[src/rtl/imm_ext_pipe.sv]
// rtl/imm_ext_pipe.sv - two-stage elastic immediate sign/zero/shift/upper extension pipe
module imm_ext_pipe #(
  parameter int IN_W  = 16,
  parameter int OUT_W = 32,
  parameter int SHL   = 2,
  parameter int TAG_W = 5
) (
  input  logic             clk,
  input  logic             reset,
  input  logic             flush,
  input  logic             in_valid,
  output logic             in_ready,
  input  logic [IN_W-1:0]  in_imm,
  input  logic [1:0]       in_mode,
  input  logic [TAG_W-1:0] in_tag,
  output logic             out_valid,
  input  logic             out_ready,
  output logic [OUT_W-1:0] out_data,
  output logic [TAG_W-1:0] out_tag,
  output logic             busy
);

  // S1: raw item as accepted from decode
  logic             v1_q, v1_d;
  logic [IN_W-1:0]  imm1_q, imm1_d;
  logic [1:0]       mode1_q, mode1_d;
  logic [TAG_W-1:0] tag1_q, tag1_d;

  // S2: extended result presented to the consumer
  logic             v2_q, v2_d;
  logic [OUT_W-1:0] data2_q, data2_d;
  logic [TAG_W-1:0] tag2_q, tag2_d;

  logic             adv1, adv2, accept;
  logic [OUT_W-1:0] sext, zext, result;

  // A stage may load when it is empty or its occupant moves on this cycle
  assign adv2     = !v2_q | out_ready;
  assign adv1     = !v1_q | adv2;
  assign in_ready = adv1 & !reset & !flush;
  assign accept   = in_valid & in_ready;

  assign out_valid = v2_q;
  assign out_data  = data2_q;
  assign out_tag   = tag2_q;
  assign busy      = v1_q | v2_q;

  // Extension of the S1 immediate according to its mode
  always_comb begin
    sext   = {{(OUT_W-IN_W){imm1_q[IN_W-1]}}, imm1_q};
    zext   = {{(OUT_W-IN_W){1'b0}}, imm1_q};
    result = sext;
    unique case (mode1_q)
      2'b00: result = sext;
      2'b01: result = zext;
      2'b10: result = sext << SHL;
      2'b11: result = zext << (OUT_W - IN_W);
    endcase
  end

  // Next state of both stages; flush only clears the valid bits
  always_comb begin
    v1_d    = v1_q;
    imm1_d  = imm1_q;
    mode1_d = mode1_q;
    tag1_d  = tag1_q;
    v2_d    = v2_q;
    data2_d = data2_q;
    tag2_d  = tag2_q;
    if (adv1) begin
      v1_d = accept;
      if (accept) begin
        imm1_d  = in_imm;
        mode1_d = in_mode;
        tag1_d  = in_tag;
      end
    end
    if (adv2) begin
      v2_d = v1_q;
      if (v1_q) begin
        data2_d = result;
        tag2_d  = tag1_q;
      end
    end
    if (flush) begin
      v1_d = 1'b0;
      v2_d = 1'b0;
    end
  end

  // Pipeline registers; reset clears everything and wins over flush
  always_ff @(posedge clk) begin
    if (reset) begin
      v1_q    <= 1'b0;
      imm1_q  <= '0;
      mode1_q <= '0;
      tag1_q  <= '0;
      v2_q    <= 1'b0;
      data2_q <= '0;
      tag2_q  <= '0;
    end else begin
      v1_q    <= v1_d;
      imm1_q  <= imm1_d;
      mode1_q <= mode1_d;
      tag1_q  <= tag1_d;
      v2_q    <= v2_d;
      data2_q <= data2_d;
      tag2_q  <= tag2_d;
    end
  end

endmodule

[config.mk]
export PLATFORM = sky130hd
export DESIGN_NAME = imm_ext_pipe
export DESIGN_NICKNAME = d
export VERILOG_FILES = /design/src/rtl/imm_ext_pipe.sv
export SDC_FILE = /design/constraint.sdc
export NUM_CORES = 1
export LEC_CHECK = 0
export BUFFER_PORTS_ARGS = -buffer_cell sky130_fd_sc_hd__buf_2
export CORE_MARGIN = 4
export CORE_UTILIZATION = 30
export DETAILED_ROUTE_END_ITERATION = 8
export PLACE_DENSITY = 0.58
export SLEW_MARGIN = 15
export SYNTH_ARGS = -nofsm -noshare
export SYNTH_HDL_FRONTEND = slang
export SYNTH_SLANG_ARGS = --single-unit
[constraint.sdc]
create_clock -name clk -period 1.8 [get_ports clk]
set_input_delay 0 -clock clk [delete_from_list [all_inputs] [get_ports clk]]
set_output_delay 0 -clock clk [all_outputs]
set_load 0.03 [all_outputs]
Word level (Yosys, flattened, before mapping) --
Cells that the tools add are included.
Word-level totals: flip-flop bits (word level) 62, bits of input ports 28, output and inout port bits 40, logic and storage cells 25
Operators by class: equal/unequal tests 3, mux-type cells 1, bitwise operators 6, reduce and logical (&&, ||, !) cells 8
Operators with widths (count):
- $pmux W32 S4 | 1
- $eq A2 B2 Y1 const B | 2
- $logic_not A1 Y1 | 4
- $reduce_and A2 Y1 | 2
- $and A1 B1 Y1 | 3
- $or A1 B1 Y1 | 3
- $eq A2 B1 Y1 const B | 1
- $logic_not A2 Y1 | 1
- $reduce_or A2 Y1 | 1

Depth between registers and ports, before layout --
Gate-level depths: netlist (run 1).
word-level depth 7, mapped depth 5, depth with buffers taken out 3

Worst setup path after synthesis (run 1) --
No wires, ideal clock.
path kind reg-to-output, from reg v2_q (netlist: out_valid), to out in_ready, arrival time 1.518 ns, required time 1.800 ns, slack 0.282 ns, cell stages (with the launch flop) 4, path buffers 1, cells stage by stage dfxtp_1 -> and3b_1 -> clkbuf_1 -> nor3_1
On the way: cells in the longest elaborated chain, start to end 5
Ends and longest elaborated chain:
- start, declared | line 30 | logic v2_q, v2_d;
- start signal, assigned | line 106 | v2_q <= v2_d;
- $logic_not A1 Y1 | line 38 | assign adv2 = !v2_q | out_ready;
- $or A1 B1 Y1 | line 38
- $or A1 B1 Y1 | line 39 | assign adv1 = !v1_q | adv2;
- $and A1 B1 Y1 (2 in a row) | line 40 | assign in_ready = adv1 & !reset & !flush;
- end, declared | line 12 | output logic in_ready,
No other way between the ends.

Worst setup path after layout (run 1) --
from reg v1_q, to reg data2_q[5] (netlist: out_data[5])
On the way: cells in the longest elaborated chain, start to end 1
Ends and longest elaborated chain:
- start, declared | line 24 | logic v1_q, v1_d;
- start signal, assigned | line 102 | v1_q <= v1_d;
- $reduce_and A2 Y1 (no line)
- end signal, assigned | line 107 | data2_q <= data2_d;
- end, declared | line 31 | logic [OUT_W-1:0] data2_q, data2_d;
No other way between the ends. A chain may end at the register's enable or synchronous reset.

==> metrics.txt, run 1 <==
Final Cell Area 3543 sq um; layout cells sized above 1 27.95%; Mapped Cells 309; largest net degree at the start of global routing 38; IO Count 68; CP max FO 15; pre-CTS setup slack 0.2448 ns; CORE AREA 8763 sq um; clk_lat worst skew 0.34 ns; CP Launch Type register; Hold Crit Class input pin to register; Chip Height 103.2 microns; clock buffer depth 2; Final HPWL DP 5.406 mm; Final Hold Vio Count 0; Critical Path RT 1.98 ns; Max Clk Rate 0.6153 GHz; hold endpoint out_valid; vias 2612; Horiz. Die Dim 103.2 microns; post-synthesis cell area 2721 sq um; max_slew headroom 53.22%; CTS tree done; Total GRT Usage 15.48%; Post-synth ARST share 0%; post-synthesis sequential area ratio 45.61%; Final Slew Violations 0; post-layout net count 413; Top delay family on crit path simple AND/OR/NAND/NOR gates; DR iter-0 viols 144; status finished clean; LEAKAGE 1.444 nW; Sink Count 62; wire per inst 16.22 microns; hold_ws 0.01991 ns; CP max-delay cell nor2_2; Fillers 909; total iterations of the first detailed-routing run 5; final core occ 40.43%; Post-synth EDFFs 0; crit path DAT 1.80 ns; antenna violations before repair 0; synthesis-to-layout area growth 30.21%; clk slew on worst S/H paths 0.07 ns; Final ANT Viol Nets 0; Peak supply drop 0.0004515 V; Most used DFF post-synth dfxtp_1; Min Clock Period, post-route 1.625 ns; Initial Util 31.05%; WP buf/inv 1; Fin Setup TNS 0 ns; syn_nets 337; unique cell type count in the Yosys netlist 31; hold path startpoint out_ready; Register-to-Register Setup Slack 0.17 ns; slew of the pin with the lowest slew margin 0.7009 ns; Hold Crit Depth 3; crit-path cells inv_1 -> nor2_2 -> a311oi_1; Clock Skews 0.007716 ns; Final setup viols 0; Final Cycle Share 90.29%; crit path setup slack, layout 0.1748 ns; FP Rows 34; number of global-route vias before repair 2493; Die ar. 10660 sq um; yosys warns 0; H-tree levels 3; Residual DRC 0; Diodes inserted 0; PwrDens 898.4 nW/um^2; GP Congestion 0.8102; placed cell area 3093 sq um; worst reg2reg path depth 3; Setup CP Type register to register; CP Capture Type register; post-CTS setup buffer count 0; number of buffers created by CTS 9; Buffers on Ports 67; worst r2r src v1_q; first-pass GRT wire length 12.90 mm; average size of a mapped cell 8.807 sq um; GRT overflow 0; Max-Cap Viols 0; wirelength, routed 8.079 mm; flip-flop and latch count after synthesis 62; Via density 5.245; CP max stage delay 0.59 ns; RSZ-0062 raised after global routing no; worst flop-to-flop path endpoint out_data[5]; CTS Root Cell clkbuf_8
-- per-stage QoR --
stage          cells  power (mW)
6_report         498       3.183
5_1_grt          498       3.320
3_5_place_dp     459       1.861
4_1_cts          498       3.212
3_3_place_gp     459       1.855
2_1_floorplan    309       1.743
-- final cells by class --
class | count | area (sq um) | share of cell area (%)
clock buffers | 13 | 178.9 | 5.049
clock inverters | 3 | 40.04 | 1.130
inverters | 4 | 15.01 | 0.4237
multi-input cells | 208 | 1292 | 36.48
flip-flops and latches | 62 | 1241 | 35.03
well taps | 108 | 135.1 | 3.814
repair buffers | 100 | 640.6 | 18.08
-- worst max-delay path by stage --
stage	end	depth (start not counted)	slack (ns)	startpoint
finish	out_data[5]	3	0.17	v1_q
global route	out_data[6]	3	0.08	v1_q
global placement	out_data[4]	3	0.31	v1_q
floorplan	in_ready	3	0.28	out_valid
CTS	in_ready	3	0.005	v1_q
detailed placement	out_data[5]	3	0.24	v1_q
-- placed cells by master, fill, tap and decap left out --
master,Yosys,routed
a211oi_1,15,15
a211oi_2,10,10
a211oi_4,1,1
a21oi_1,45,45
a22oi_1,1,1
a311oi_1,6,6
and2_1,1,1
and2b_1,1,1
and3b_2,0,1
buf_2,10,67
buf_4,6,10
bufinv_16,0,1
clkbuf_8,0,13
clkinv_1,1,1
clkinv_2,0,2
dfxtp_1,62,62
dlygate4sd3_1,0,23
inv_1,3,3
mux2_2,1,1
nand2_1,37,37
nand2b_1,7,7
nand3_1,34,34
nand3b_1,1,1
nand4b_1,2,2
nor2_2,1,1
nor2b_1,9,9
nor3_1,1,1
nor3b_2,1,1
o2111ai_1,1,1
o21ai_0,8,8
o311ai_0,22,22
o311ai_1,1,1
or2_2,1,1
-- synthesized netlist by cell type (2+ instances only) --
cell / instances / area [sq um]
dfxtp_1: 62 / 1241
a211oi_1: 15 / 112.6
nand4b_1: 2 / 17.52
a311oi_1: 6 / 52.55
a21oi_1: 45 / 225.2
a211oi_2: 10 / 125.1
inv_1: 3 / 11.26
o311ai_0: 22 / 192.7
buf_4: 6 / 45.04
buf_2: 10 / 50.05
nand2b_1: 7 / 43.79
o21ai_0: 8 / 40.04
nor2b_1: 9 / 56.30
nand3_1: 34 / 170.2
clkbuf_1: 18 / 67.56
nand2_1: 37 / 138.9
-- metal layers --
metal  global-route usage, %  wire length (microns)  vias up
met5                       0                      0        -
met4                   4.382                    112        0
met3                   4.963                    514        8
met2                   23.43                   3693       89
met1                   21.23                   3759     1218
li1                        -                      -     1297
-- power by group --
group / internal, mW / switching [mW]
clock: 0.786 / 0.529
combinational: 0.150 / 0.239
sequential: 1.43 / 0.0466
-- flip-flops by register name, indices dropped and copies added (netlist names) --
signal,cells
tag1_q,5
mode1_q,2
imm1_q,16
out_valid,1
v1_q,1
out_tag,5
out_data,32
-- cell families after synthesis --
group | share of synthesized area, %
AO/OA/AOI/OAI | 29.15
buffers and inverters | 6.942
flip-flops | 45.61
multiplexers | 0.4138
AND/OR/NAND/NOR | 17.89
-- worst min-delay path, stage by stage --
cell and delay [ns]:
buf_2 0.11, nand2b_1 0.12, a211oi_1 0.07
-- repair_timing --
action / in CTS / in global routing
hold endpoints to repair: 23 / 0
gates resized for setup: 0 / 1
hold buffers: 23 / 0
endpoints found under the setup margin: 0 / 1
Power figures use the tool's default switching activity.
==> inputs of run 2 (changes only) <==
Settings changed: MAX_ROUTING_LAYER from default to met4, REMOVE_ABC_BUFFERS from default to 1.
==> metrics.txt, run 2 (same netlist as run 1, synthesis figures left out) <==
Total GRT Usage 16.27%; Diodes inserted 0; Pwr Total 3.033 mW; Sw Share 26.70%; Multi-input gate area 1292 sq um; vias 2612; clk slew on worst S/H paths 0.07 ns; Setup CP Type register to register; max_slew headroom 51.13%; Horiz. Die Dim 103.2 microns; PwrDens 848.8 nW/um^2; Final Cycle Share 84.76%; Die ar. 10660 sq um; clk_lat worst skew 0.33 ns; Max Clk Rate 0.6554 GHz; CTS Root Cell clkbuf_8; FP Rows 34; CORE AREA 8763 sq um; RSZ-0062 raised after global routing no; worst setup path startpoint v1_q; number of buffers created by CTS 9; Min Clock Period, post-route 1.526 ns; most common cell after layout, fill and taps aside buf_2; Chip Height 103.2 microns; LEAKAGE 1.464 nW; antenna violations before repair 0; first-pass GRT wire length 12.94 mm; DR iter-0 viols 127; CTS tree done; Sequential Area 1241 sq um; Critical Path RT 1.98 ns; sequential power share 48.6%; clock buffer depth 2; Final HPWL DP 5.318 mm; largest net degree at the start of global routing 39; total iterations of the first detailed-routing run 4; worst r2r src v1_q; Buffers on Ports 67; Final ANT Viol Nets 0; slew of the pin with the lowest slew margin 0.7323 ns; Sink Count 62; max reg flops 32; number of global-route vias before repair 2485; IO Count 68; Sw Pwr 809.9 uW; synthesis-to-layout area growth 31.31%; most frequent cells in the layout buf_2, dfxtp_1, a21oi_1; Int Pwr 2.223 mW; Residual DRC 0; H-tree levels 3; clock group share of total power 38.1%; Peak supply drop 0.0003718 V; GP Congestion 0.7753; layout cells sized above 1 28.46%; crit path DAT 1.70 ns; status finished clean; CP Launch Type register; Comb power frac 13.2%; crit path setup slack, layout 0.2743 ns; hold_ws 0.2015 ns; number of cells after detailed placement 465; Via density 5.172; Initial Util 31.05%; CP Capture Type register; CP max FO 15; post-route insts no fill 505; Final setup viols 0; Fillers 942; wire per inst 16.01 microns; Final Hold Vio Count 0; post-CTS setup buffer count 0; Hold Crit Class input pin to register; Clock Skews 0.007579 ns; post-layout net count 420; Final Slew Violations 0; hold path startpoint flush; GRT overflow 0; wirelength, routed 8.087 mm; Max-Cap Viols 0; pre-CTS setup slack 0.2908 ns
## run 2: layer usage
| layer | vias to the layer above | share of wire, % | global-route usage, % | routed length [microns] |
|---|---|---|---|---|
| met4 | 0 | 0.54 | 2.988 | 44 |
| li1 | 1307 | - | - | - |
| met5 | - | 0 | - | 0 |
| met2 | 70 | 49 | 26.49 | 3994 |
| met1 | 1227 | 45 | 20.59 | 3618 |
| met3 | 8 | 5.3 | 4.292 | 429 |
## run 2: path summary, 6_finish.rpt
check / slack (ns) / depth (start not counted) / endpoint
setup / recovery: 0.27 / 3 / out_data[2]
hold / removal: 0.20 / 2 / v1_q
setup reg to reg: 0.27 / 3 / out_data[2]
hold reg to reg: 0.47 / 2 / out_tag[4]
## run 2: area by class of cell
cell class                 instances  share of cell area [%]
clock buffer                      11                   3.676
clock inverter                     5                   1.401
sequential                        62                   34.73
tap                              108                   3.782
timing repair buffer             107                   19.82
multi-input combinational        208                   36.17
inverter                           4                  0.4202
## run 2: worst max-delay path: stages, from the launching register on
cell      delay [ns]
dfxtp_1         0.39
inv_1           0.20
nor2_2          0.61
a311oi_1        0.17
## run 2: metrics by stage
step	util (%)	cell area, sq um	TNS, ns
2_1_floorplan	-	2547	-11.36
3_3_place_gp	35.95	3151	0
3_5_place_dp	35.95	3151	0
4_1_cts	40.76	3572	0
5_1_grt	40.78	3573	0
6_report	40.78	3573	0
## run 2: power groups by stage
| stage | sequential (mW) | clock [mW] | combinational (mW) |
|---|---|---|---|
| 2_1_floorplan | 1.58 | 0 | 0.130 |
| 3_3_place_gp | 1.51 | 0 | 0.357 |
| 3_5_place_dp | 1.51 | 0 | 0.362 |
| 4_1_cts | 1.48 | 1.20 | 0.403 |
| 5_1_grt | 1.48 | 1.26 | 0.434 |
| 6_report | 1.48 | 1.16 | 0.400 |
## run 2: timing repair
action / in CTS / in global routing
hold buffers: 24 / 0
endpoints found under the setup margin: 0 / 1
resized for setup: 0 / 1
endpoints found under the hold margin: 25 / 0
==> inputs of run 3 (changes only) <==
Settings changed: PLACE_DENSITY 0.58 to 0.6.
Clock period 1.8 ns to 1.2 ns, I/O delays scaled along.
==> metrics.txt, run 3 (same netlist as run 1, synthesis figures left out) <==
max_slew headroom 12.10%; GRT overflow 0; failing checks negative setup slack; hold endpoint out_data[24]; slew of the pin with the lowest slew margin 1.317 ns; most common cell after layout, fill and taps aside buf_2; clk slew on worst S/H paths 0.07 ns; pre-CTS setup slack -0.1886 ns; largest net degree at the start of global routing 27; hold path startpoint reset; layout cells sized above 1 42.03%; Final Cycle Share 111.7%; LEAKAGE 1.650 nW; Register-to-Register Setup Slack -0.13 ns; hold_ws 0.2096 ns; clk_lat worst skew 0.35 ns; Final Slew Violations 0; most frequent cells in the layout buf_2, dfxtp_1, nand2_1; Hold Crit Depth 3; CTS Root Cell clkbuf_8; Final ANT Viol Nets 0; Pwr Total 4.454 mW; status finished, violations left; DR iter-0 viols 123; CP Launch Type register; CTS tree done; Critical Path RT 1.20 ns; synthesis-to-layout area growth 53.75%; Horiz. Die Dim 103.2 microns; wire per inst 17.68 microns; total iterations of the first detailed-routing run 4; Final Cell Area 4184 sq um; Min Clock Period, post-route 1.340 ns; Setup CP Type register to output pin; placed cell area 3223 sq um; FP Rows 34; worst r2r src v1_q; Initial Util 31.05%; max reg flops 32; Via density 5.305; Sink Count 62; Die ar. 10660 sq um; wirelength, routed 9.230 mm; Residual DRC 0; Final Hold Vio Count 0; worst reg2reg path depth 6; final core occ 47.74%; Clock Skews 0.006364 ns; vias 2769; Final setup viols 43; post-layout net count 438; crit path DAT 1.34 ns; CP max FO 9; Total GRT Usage 17.18%; Diodes inserted 0; antenna violations before repair 0; Hold Crit Class input pin to register; GP Congestion 0.8175; number of buffers created by CTS 9; IO Count 68; worst flop-to-flop path endpoint out_data[22]; Max Clk Rate 0.7462 GHz; clock buffer depth 2; Buffers on Ports 67; first-pass GRT wire length 13.69 mm; H-tree levels 3; Final HPWL DP 5.375 mm; Max-Cap Viols 0; CORE AREA 8763 sq um; PwrDens 1064 nW/um^2; number of global-route vias before repair 2728; CP Capture Type output pin; Chip Height 103.2 microns; crit path setup slack, layout -0.1402 ns; Peak supply drop 0.0005047 V; RSZ-0062 raised after global routing yes
run 3: cell types whose count changed in the layout (fill, tap and decap cells not counted), moves of 4 or more:
| cell | before | now |
|---|---|---|
| o311ai_2 | 0 | 9 |
| a21oi_1 | 45 | 34 |
| o311ai_0 | 22 | 7 |
| o311ai_4 | 0 | 7 |
| buf_6 | 0 | 8 |
| a211oi_2 | 10 | 18 |
| a211oi_1 | 15 | 7 |
| buf_4 | 15 | 19 |
| a21oi_2 | 0 | 10 |
| clkbuf_16 | 0 | 4 |
run 3: stage by stage:
stage / setup TNS (ns) / instances
finish: -3.416 / 522
global route: -5.870 / 522
CTS: -1.844 / 516
detailed placement: -2.578 / 473
global placement: -1.459 / 473
floorplan: -47.83 / 274
run 3: timing repair:
| item | 4_1_cts | 5_1_grt |
|---|---|---|
| endpoints found under the setup margin | 48 | 63 |
| endpoints found under the hold margin | 23 | 0 |
| setup buffers | 2 | 1 |
| gates cloned | 3 | 5 |
| gates resized for setup | 48 | 35 |
| pin swaps | 2 | 28 |
| hold buffers | 23 | 0 |
run 3: worst max-delay path by stage:
stage	slack (ns)	endpoint	from
floorplan	-0.93	out_data[17]	v1_q
global placement	-0.12	out_data[5]	out_valid
detailed placement	-0.19	out_data[5]	out_valid
CTS	-0.14	in_ready	out_valid
global route	-0.19	in_ready	v1_q
finish	-0.14	in_ready	v1_q
run 3: routing by layer:
metal | global-route usage, % | wire [microns] | vias up
li1 | - | - | 1353
met1 | 20.27 | 3941 | 1302
met2 | 28.42 | 4529 | 98
met3 | 4.896 | 635 | 16
met4 | 5.279 | 124 | 0
met5 | - | 0 | -
run 3: layout make-up:
class / instances / area [sq um]
clock buffer: 13 / 138.9
tap: 108 / 135.1
clock inverter: 2 / 10.01
inverter: 4 / 18.77
sequential: 62 / 1245
fill: 860 / 4579
multi-input combinational: 208 / 1608
timing repair buffer: 125 / 1028
run 3: worst max-delay path, cell delays in order, from the launching register on:
cell	delay, ns
dfxtp_2	0.33
and3b_2	0.24
buf_12	0.15
nor3_4	0.11
buf_6	0.15
run 3: report_power, final:
group | internal (mW) | switching (mW) | total [mW]
Combinational | 0.299 | 0.431 | 0.731
Sequential | 2.15 | 0.0761 | 2.23
Clock | 0.733 | 0.762 | 1.50
